===== src/rtl/hilo_div.sv =====
// Iterative radix-2 restoring divider producing {HI, LO} = {remainder, quotient}.
// Handles DIV/DIVU, divide-by-zero and pipeline-flush cancel.
module hilo_div #(
    parameter bit EARLY_ZERO = 1'b1
) (
    input  logic        clk,
    input  logic        rst,
    input  logic        start,
    input  logic        signed_div,
    input  logic        cancel,
    input  logic [31:0] a,
    input  logic [31:0] b,
    output logic        busy,
    output logic        ready,
    output logic [63:0] result
);
    typedef enum logic [1:0] {StIdle, StCalc, StDone} state_e;

    state_e      state_q, state_d;
    logic [5:0]  cnt_q, cnt_d;
    logic [31:0] dvd_q, dvd_d;
    logic [31:0] dsr_q, dsr_d;
    logic [31:0] quot_q, quot_d;
    logic [31:0] rem_q, rem_d;
    logic        qneg_q, qneg_d;
    logic        rneg_q, rneg_d;
    logic        zero_q, zero_d;
    logic [63:0] result_q, result_d;

    logic [31:0] a_mag, b_mag;
    logic [32:0] partial, diff;
    logic        fits;
    logic [31:0] rem_step, quot_step;
    logic [31:0] rem_fix, quot_fix;

    always_comb begin
        a_mag     = (signed_div && a[31]) ? (~a + 32'd1) : a;
        b_mag     = (signed_div && b[31]) ? (~b + 32'd1) : b;
        // Dividend bits shift out of quot_q's MSB while quotient bits shift in at the LSB.
        partial   = {rem_q, quot_q[31]};
        diff      = partial - {1'b0, dsr_q};
        fits      = (partial >= {1'b0, dsr_q});
        rem_step  = fits ? diff[31:0] : partial[31:0];
        quot_step = {quot_q[30:0], fits};
        rem_fix   = rneg_q ? (~rem_step + 32'd1) : rem_step;
        quot_fix  = qneg_q ? (~quot_step + 32'd1) : quot_step;
    end

    always_comb begin
        state_d  = state_q;
        cnt_d    = cnt_q;
        dvd_d    = dvd_q;
        dsr_d    = dsr_q;
        quot_d   = quot_q;
        rem_d    = rem_q;
        qneg_d   = qneg_q;
        rneg_d   = rneg_q;
        zero_d   = zero_q;
        result_d = result_q;

        unique case (state_q)
            StIdle: begin
                if (start) begin
                    dvd_d  = a;
                    dsr_d  = b_mag;
                    quot_d = a_mag;
                    rem_d  = 32'd0;
                    qneg_d = signed_div & (a[31] ^ b[31]);
                    rneg_d = signed_div & a[31];
                    zero_d = (b == 32'd0);
                    cnt_d  = 6'd0;
                    if (EARLY_ZERO && (b == 32'd0)) begin
                        state_d  = StDone;
                        result_d = {a, 32'hFFFF_FFFF};
                    end else begin
                        state_d = StCalc;
                    end
                end
            end
            StCalc: begin
                rem_d  = rem_step;
                quot_d = quot_step;
                cnt_d  = cnt_q + 6'd1;
                if (cnt_q == 6'd31) begin
                    state_d  = StDone;
                    result_d = zero_q ? {dvd_q, 32'hFFFF_FFFF} : {rem_fix, quot_fix};
                end
            end
            StDone: state_d = StIdle;
            default: state_d = StIdle;
        endcase

        // Flush wins over everything, including a same-cycle start; result is preserved.
        if (cancel) begin
            state_d  = StIdle;
            cnt_d    = 6'd0;
            result_d = result_q;
        end
    end

    always_ff @(posedge clk) begin
        if (!rst) begin
            state_q  <= StIdle;
            cnt_q    <= 6'd0;
            dvd_q    <= 32'd0;
            dsr_q    <= 32'd0;
            quot_q   <= 32'd0;
            rem_q    <= 32'd0;
            qneg_q   <= 1'b0;
            rneg_q   <= 1'b0;
            zero_q   <= 1'b0;
            result_q <= 64'd0;
        end else begin
            state_q  <= state_d;
            cnt_q    <= cnt_d;
            dvd_q    <= dvd_d;
            dsr_q    <= dsr_d;
            quot_q   <= quot_d;
            rem_q    <= rem_d;
            qneg_q   <= qneg_d;
            rneg_q   <= rneg_d;
            zero_q   <= zero_d;
            result_q <= result_d;
        end
    end

    assign busy   = (state_q == StCalc);
    assign ready  = (state_q == StDone);
    assign result = result_q;

endmodule


===== config.mk =====
export PLATFORM = sky130hd
export DESIGN_NAME = hilo_div
export DESIGN_NICKNAME = d
export VERILOG_FILES = /design/src/rtl/hilo_div.sv
export SDC_FILE = /design/constraint.sdc
export NUM_CORES = 1
export LEC_CHECK = 0
export ABC_CLOCK_PERIOD_IN_PS = 5300
export BUFFER_PORTS_ARGS = -buffer_cell sky130_fd_sc_hd__buf_2
export CORE_ASPECT_RATIO = 1.75
export CORE_MARGIN = 2
export CORE_UTILIZATION = 30
export CTS_CLUSTER_DIAMETER = 150
export DETAILED_ROUTE_END_ITERATION = 7
export PLACE_DENSITY_LB_ADDON = 0.08
export SYNTH_ARGS = -nofsm -noshare
export SYNTH_HDL_FRONTEND = slang
export SYNTH_SLANG_ARGS = --single-unit

===== constraint.sdc =====
create_clock -name clk -period 5.3 [get_ports clk]
set_input_delay 0.795 -clock clk [delete_from_list [all_inputs] [get_ports clk]]
set_output_delay 0.795 -clock clk [all_outputs]
set_load 0.005 [all_outputs]

=== Word level (Yosys, flattened, before mapping) ===
Cells that the tools add are included.

* Output and inout port bits: 66
* Flip-flop bits (word level): 203
* Logic and storage cells: 62
* Bits of input ports: 69

* Mux-type cells: 20
* Reductions and logical operators: 10
* Equal/unequal tests: 6
* Add/sub/neg operators: 6
* Bitwise operators: 9
* $lt $le $gt $ge: 1

{| class="wikitable"
|+ Operator list
! kind !! count
|-
| 64-bit two-way mux || 4
|-
| 32-bit two-way mux || 7
|-
| 32-bit by 1-bit adder with 32-bit output (second input constant) || 4
|-
| 32-bit inverter || 4
|-
| 32-bit case mux with 2 select lines || 2
|-
| 64-bit case mux with 2 select lines || 1
|-
| 33-bit by 32-bit greater-or-equal comparator with 1-bit output || 1
|-
| 32-bit logical NOT || 1
|-
| 32-bit subtractor || 1
|-
| 6-bit case mux with 2 select lines || 1
|-
| 6-bit by 1-bit adder with 6-bit output (second input constant) || 1
|-
| 6-bit by 5-bit equality test with 1-bit output (second input constant) || 1
|-
| 2-bit two-way mux || 3
|-
| 6-bit two-way mux || 1
|-
| 2-bit AND reduction || 3
|-
| 5-bit AND reduction || 1
|-
| 2-bit inequality test (second input constant) || 2
|-
| 2-bit case mux with 2 select lines || 1
|-
| 1-bit bitwise AND || 2
|-
| 2-bit by 1-bit equality test with 1-bit output (second input constant) || 1
|-
| 2-bit equality test (second input constant) || 1
|-
| 1-bit logical AND || 2
|-
| 2-bit logical NOT || 1
|-
| 2-bit by 1-bit inequality test with 1-bit output (second input constant) || 1
|-
| 4 further kinds || 5
|}

=== Longest topological paths before layout ===
* Depth after elaboration: 8
* Depth in mapped cells: 24
* Mapped depth without buffers: 19

=== Worst setup path after synthesis ===
No wires, ideal clock.

* Path type: register to register
* Start: register dsr_q[8]
* End: register result_q[62], in the netlist result[62]
* Arrival: 5.121 ns
* Path buffers: 5
* Setup time: 0.091 ns
* Required time: 5.209 ns
* Slack: 0.088 ns
* Cell stages (with the launch flop): 25
* Period minus slack after synthesis: 5.212 ns
* Cells stage by stage: dfxtp_1 -> inv_1 -> ha_1 -> buf_6 -> nand4_4 -> nor3_4 -> o21ai_4 -> a211oi_4 -> or3_1 -> buf_6 -> buf_2 -> buf_2 -> buf_1 -> nand2_1 -> o21ai_0 -> ha_1 -> inv_1 -> a2111oi_0 -> nand4_1 -> o32ai_1 -> o211ai_1 -> or2_1 -> o41ai_1 -> xor2_1 -> a311oi_1

* Cells in the longest elaborated chain, start to end: 8
* Elaborated cells between the ends (all ways): 9
* Those cells by class: 2 x add/sub; 1 x order compare; 5 x mux; 1 x bitwise

{| class="wikitable"
|+ RTL lines
! element !! RTL line !! RTL
|-
| from (decl) || 22 || <nowiki>logic [31:0] dsr_q, dsr_d;</nowiki>
|-
| from (signal assigned) || 117 || <nowiki>dsr_q <= dsr_d;</nowiki>
|-
| 32-bit subtractor or 33-bit by 32-bit greater-or-equal comparator with 1-bit output (tied branches) || 41, 42 ||
|-
| 32-bit two-way mux (*) || 43 || <nowiki>rem_step = fits ? diff[31:0] : partial[31:0];</nowiki>
|-
| 32-bit inverter || 45 || <nowiki>rem_fix = rneg_q ? (~rem_step + 32'd1) : rem_step;</nowiki>
|-
| 32-bit by 1-bit adder with 32-bit output || 45 ||
|-
| 32-bit two-way mux (*) || 45 ||
|-
| 64-bit two-way mux (*) || 86 || <nowiki>result_d = zero_q ? {dvd_q, 32'hFFFF_FFFF} : {rem_fix, quot_fix};</nowiki>
|-
| 64-bit two-way mux (*) || 84 || <nowiki>if (cnt_q == 6'd31) begin</nowiki>
|-
| 64-bit case mux with 2 select lines (*) || 61 || <nowiki>unique case (state_q)</nowiki>
|-
| to (signal assigned) || 123 || <nowiki>result_q <= result_d;</nowiki>
|-
| to (decl) || 28 || <nowiki>logic [63:0] result_q, result_d;</nowiki>
|}

Mark *: on every way between the ends. The rest lies on a longest branch, timed or not. The select of a mux whose other input is x is not followed.
A chain may end at the register's enable or synchronous reset.

=== Final worst setup path ===
* Start: register rem_q[7]
* End: register result_q[62], in the netlist result[62]

* Cells in the longest elaborated chain, start to end: 8
* Elaborated cells between the ends (all ways): 9
* Those cells by class: 2 x add/sub; 1 x order compare; 5 x mux; 1 x bitwise

{| class="wikitable"
|+ RTL lines
! element !! RTL line !! RTL
|-
| from (decl) || 24 || <nowiki>logic [31:0] rem_q, rem_d;</nowiki>
|-
| from (signal assigned) || 119 || <nowiki>rem_q <= rem_d;</nowiki>
|-
| 32-bit subtractor or 33-bit by 32-bit greater-or-equal comparator with 1-bit output (tied branches) || 41, 42 ||
|-
| 32-bit two-way mux (*) || 43 ||
|-
| 32-bit inverter || 45 ||
|-
| 32-bit by 1-bit adder with 32-bit output || 45 ||
|-
| 32-bit two-way mux (*) || 45 ||
|-
| 64-bit two-way mux (*) || 86 ||
|-
| 64-bit two-way mux (*) || 84 ||
|-
| 64-bit case mux with 2 select lines (*) || 61 ||
|}

Marks and branches as above.

==> impl_metrics.py <==
metrics = {
    "clocking": {
        "root_buffer": "clkbuf_16",
        "clockBufferDepth": 3,
        "cts_tree": "yes",
        "cts.sinks": 203,
        "htreeDepth": 1,
        "path_clk_slew_ps": 70,
        "post_cts_buffers": 0,
        "hold_buffers": 0,
        "clk_latency_ps": 550,
        "cts_buffers": 23,
    },
    "synthesis": {
        "synth_edf_count": 0,
        "synthCells": 1810,
        "synth_ff_type": "dfxtp_1",
        "yosysSeqAreaShare": 0.301,
        "synth_cell_type_count": 98,
        "yosys_warnings": 0,
        "netlist_area_mm2": 0.0135,
        "ys_ff_latch": 203,
        "synth_area_per_cell_um2": 7.47,
        "synthArstFlopShare": 0,
        "syn-num-nets": 1917,
    },
    "floorplan": {
        "die_area_mm2": 0.0468,
        "core_mm2": 0.0444,
        "die_x_um": 164,
        "start_util": 0.304,
        "fp.dieH_um": 285,
        "io-pin-count": 135,
        "num_rows": 102,
    },
    "final_layout": {
        "multi_input_comb_area_mm2": 0.00876,
        "antenna-diode-count": 0,
        "fill_cells": 4817,
        "final_cell_mix": "223 x nand2_1, 203 x dfxtp_1, 188 x nor2_1",
        "final_cells": 2507,
        "fin_nets": 2026,
        "regArea_mm2": 0.00406,
        "fin_area_mm2": 0.0157,
        "final_common_cell": "nand2_1",
        "layout-drive-gt1-share": 0.160,
        "synthToLayoutAreaGrowth_pct": 16.3,
    },
    "power_and_ir_drop": {
        "p_clk_frac": 0.385,
        "seq_power_share": 0.396,
        "netSwitchingPower_mw": 1.38,
        "combinationalPowerShare": 0.219,
        "p_per_area_mw_per_mm2": 266,
        "p_int_mw": 2.81,
        "switching_share": 0.329,
        "p_leak_nw": 6.16,
        "peakVddDrop_uv": 217,
    },
    "place": {
        "port_buffers": 134,
        "dp_hpwl_mm": 44.2,
        "dp.cells": 2466,
        "gp_congestion": 0.928,
        "place_area_mm2": 0.0150,
    },
    "setup_path": {
        "cp_cell_sequence": "ha_1 > a21oi_4 > o21ai_2 > a21oi_2 > a211oi_4 > or3_2 > o21ai_0 > ha_1 > inv_1 > a2111oi_1 > buf_4 > nand4_1 > o32ai_2 > o211ai_1 > or2_1 > o41ai_2 > xor2_1 > a311oi_1",
        "cp-start-kind": "register",
        "cp_slowest_cell": "or3_2",
        "crit_arrival_ps": 5380,
        "worst-path-buf-inv": 2,
        "cp_max_fo": 6,
        "path_depth": 18,
        "criticalPathCategory": "reg2reg",
        "path_common_cell": "ha_1",
        "critical-path-top-delay-family": "compound AO/OA/AOI/OAI gates",
        "max_stage_delay_ps": 490,
        "crit_required_ps": 5750,
        "critPathCaptureType": "register",
        "reg2reg_depth": 18,
    },
    "global_route": {
        "grt.total_usage": 0.241,
        "grt_antenna_before_repair": 0,
        "grt_pass1_vias": 13800,
        "grt_start_max_net_pins": 76,
        "grt-ovfl-total": 0,
        "grt_pass1_wl_mm": 86.1,
    },
    "route": {
        "wl_per_cell_um": 22.9,
        "vias_per_cell": 5.54,
        "totalWireLength_mm": 57.4,
        "vias": 13900,
        "firstDrtPassIters": 5,
        "ant_nets": 0,
        "drc": 0,
        "drt-initial-drc-count": 825,
    },
    "sta": {
        "clock.fmax_mhz": 203,
        "setup_viol": 0,
        "fin_crit_sh": 0.931,
        "hold_viol": 0,
        "worstMarginPinSlew_ps": 1200,
        "fin_skew_ps": 27.2,
        "min_period_ps": 4930,
        "drv_slew": 0,
        "relSlewSlack": 0.195,
    },
    "min_path": {
        "hold_depth": 2,
        "hold_path_class": "reg2reg",
    },
    "job": {
        "cap_violations": 0,
    },
    "run_status": {
        "status": "completed",
    },
}
cells by family after synthesis:
logic type               after synthesis  share of synthesized area
adder cells (fa/ha/maj)               38                     0.0357
multiplexers                          25                     0.0191
XOR/XNOR                             105                     0.0680
AO/OA/AOI/OAI                        613                      0.298
buffers and inverters                182                     0.0550
flip-flops                           203                      0.301
AND/OR/NAND/NOR                      644                      0.224
cell usage after synthesis, types with 11 or more instances:
cell type  count  area share
buf_2         11      0.0041
buf_1         11      0.0031
ha_1          37       0.034
xnor2_1       41       0.027
o41ai_1       11      0.0071
and3_1        19      0.0088
nand2_1      224       0.062
a21oi_1      179       0.066
nor2_1       190       0.053
a22oi_1       11      0.0061
nand3_1       39       0.014
o21ai_0      135       0.050
nor3_1        29       0.011
a21o_1        14      0.0078
inv_1         54       0.015
nor4_1        26       0.012
or3_1         33       0.015
nand4_1       16      0.0074
xor2_1        64       0.041
o31ai_1       24       0.013
a311oi_1      29       0.019
dfxtp_1      203        0.30
o211ai_1      25       0.014
a31oi_1       22       0.010
clkbuf_1      94       0.026
mux2i_1       21       0.016
o22ai_1       12      0.0056
a211oi_1      44       0.024
worst register-to-register path: cells and delay by family, from the launching register on:
kind / cells / cell delay [ps]
compound gates: 10 / 2470
xor+xnor: 1 / 120
fa+ha+maj: 2 / 620
buf+inv: 2 / 260
flops: 1 / 420
simple gates: 3 / 940
layout make-up:
class                   count  area share
well taps                 572      0.0455
multi-input cells        1425       0.557
flip-flops and latches    203       0.258
inverters                  57      0.0139
repair buffers            209      0.0785
clock inverters             6     0.00414
clock buffers              35      0.0420
metrics by stage:
step / hold slack [ps] / utilization / setup slack, ps / power, mW / setup TNS (ps)
6_report: 453 / 0.354 / 366 / 4.19 / 0
2_1_floorplan: 432 / - / 88.4 / 2.25 / 0
4_1_cts: 454 / 0.353 / 191 / 4.24 / 0
3_5_place_dp: 445 / 0.337 / -15.3 / 2.61 / -15.3
5_1_grt: 473 / 0.354 / -17.4 / 4.38 / -17.4
3_3_place_gp: 438 / 0.337 / 60.0 / 2.61 / 0
state kept, by name, summed over array words and instances (netlist names):
register / flops
cnt_q: 6
state_q: 2
dsr_q: 32
dvd_q: 32
rneg_q: 1
quot_q: 32
rem_q: 32
qneg_q: 1
result: 64
zero_q: 1
power by group through the flow:
stage | logic (mW) | registers [mW] | clock network (mW)
after floorplan | 0.571 | 1.68 | 0
after global placement | 0.915 | 1.69 | 0
after detailed placement | 0.914 | 1.69 | 0
after CTS | 0.917 | 1.66 | 1.67
after global routing | 1.00 | 1.67 | 1.71
final | 0.915 | 1.66 | 1.61
timing repair:
action / CTS / global route
gates cloned: 0 / 0
endpoints found under the setup margin: 2 / 5
gates resized for setup: 1 / 5
worst paths after layout:
kind,startpoint,end,slack (ps)
max,rem_q[7],result[62],370
min,dvd_q[24],dvd_q[24],450
min reg2reg,dvd_q[24],dvd_q[24],450
max reg2reg,rem_q[7],result[62],370
per-layer routing:
layer	vias up	GRT usage	routed length, µm
li1	6817	-	-
met4	0	0.0970	2450
met3	88	0.0205	1510
met1	6688	0.247	21100
met5	-	0	0
met2	286	0.484	32300
No activity file was read; power rests on OpenSTA's default activity.
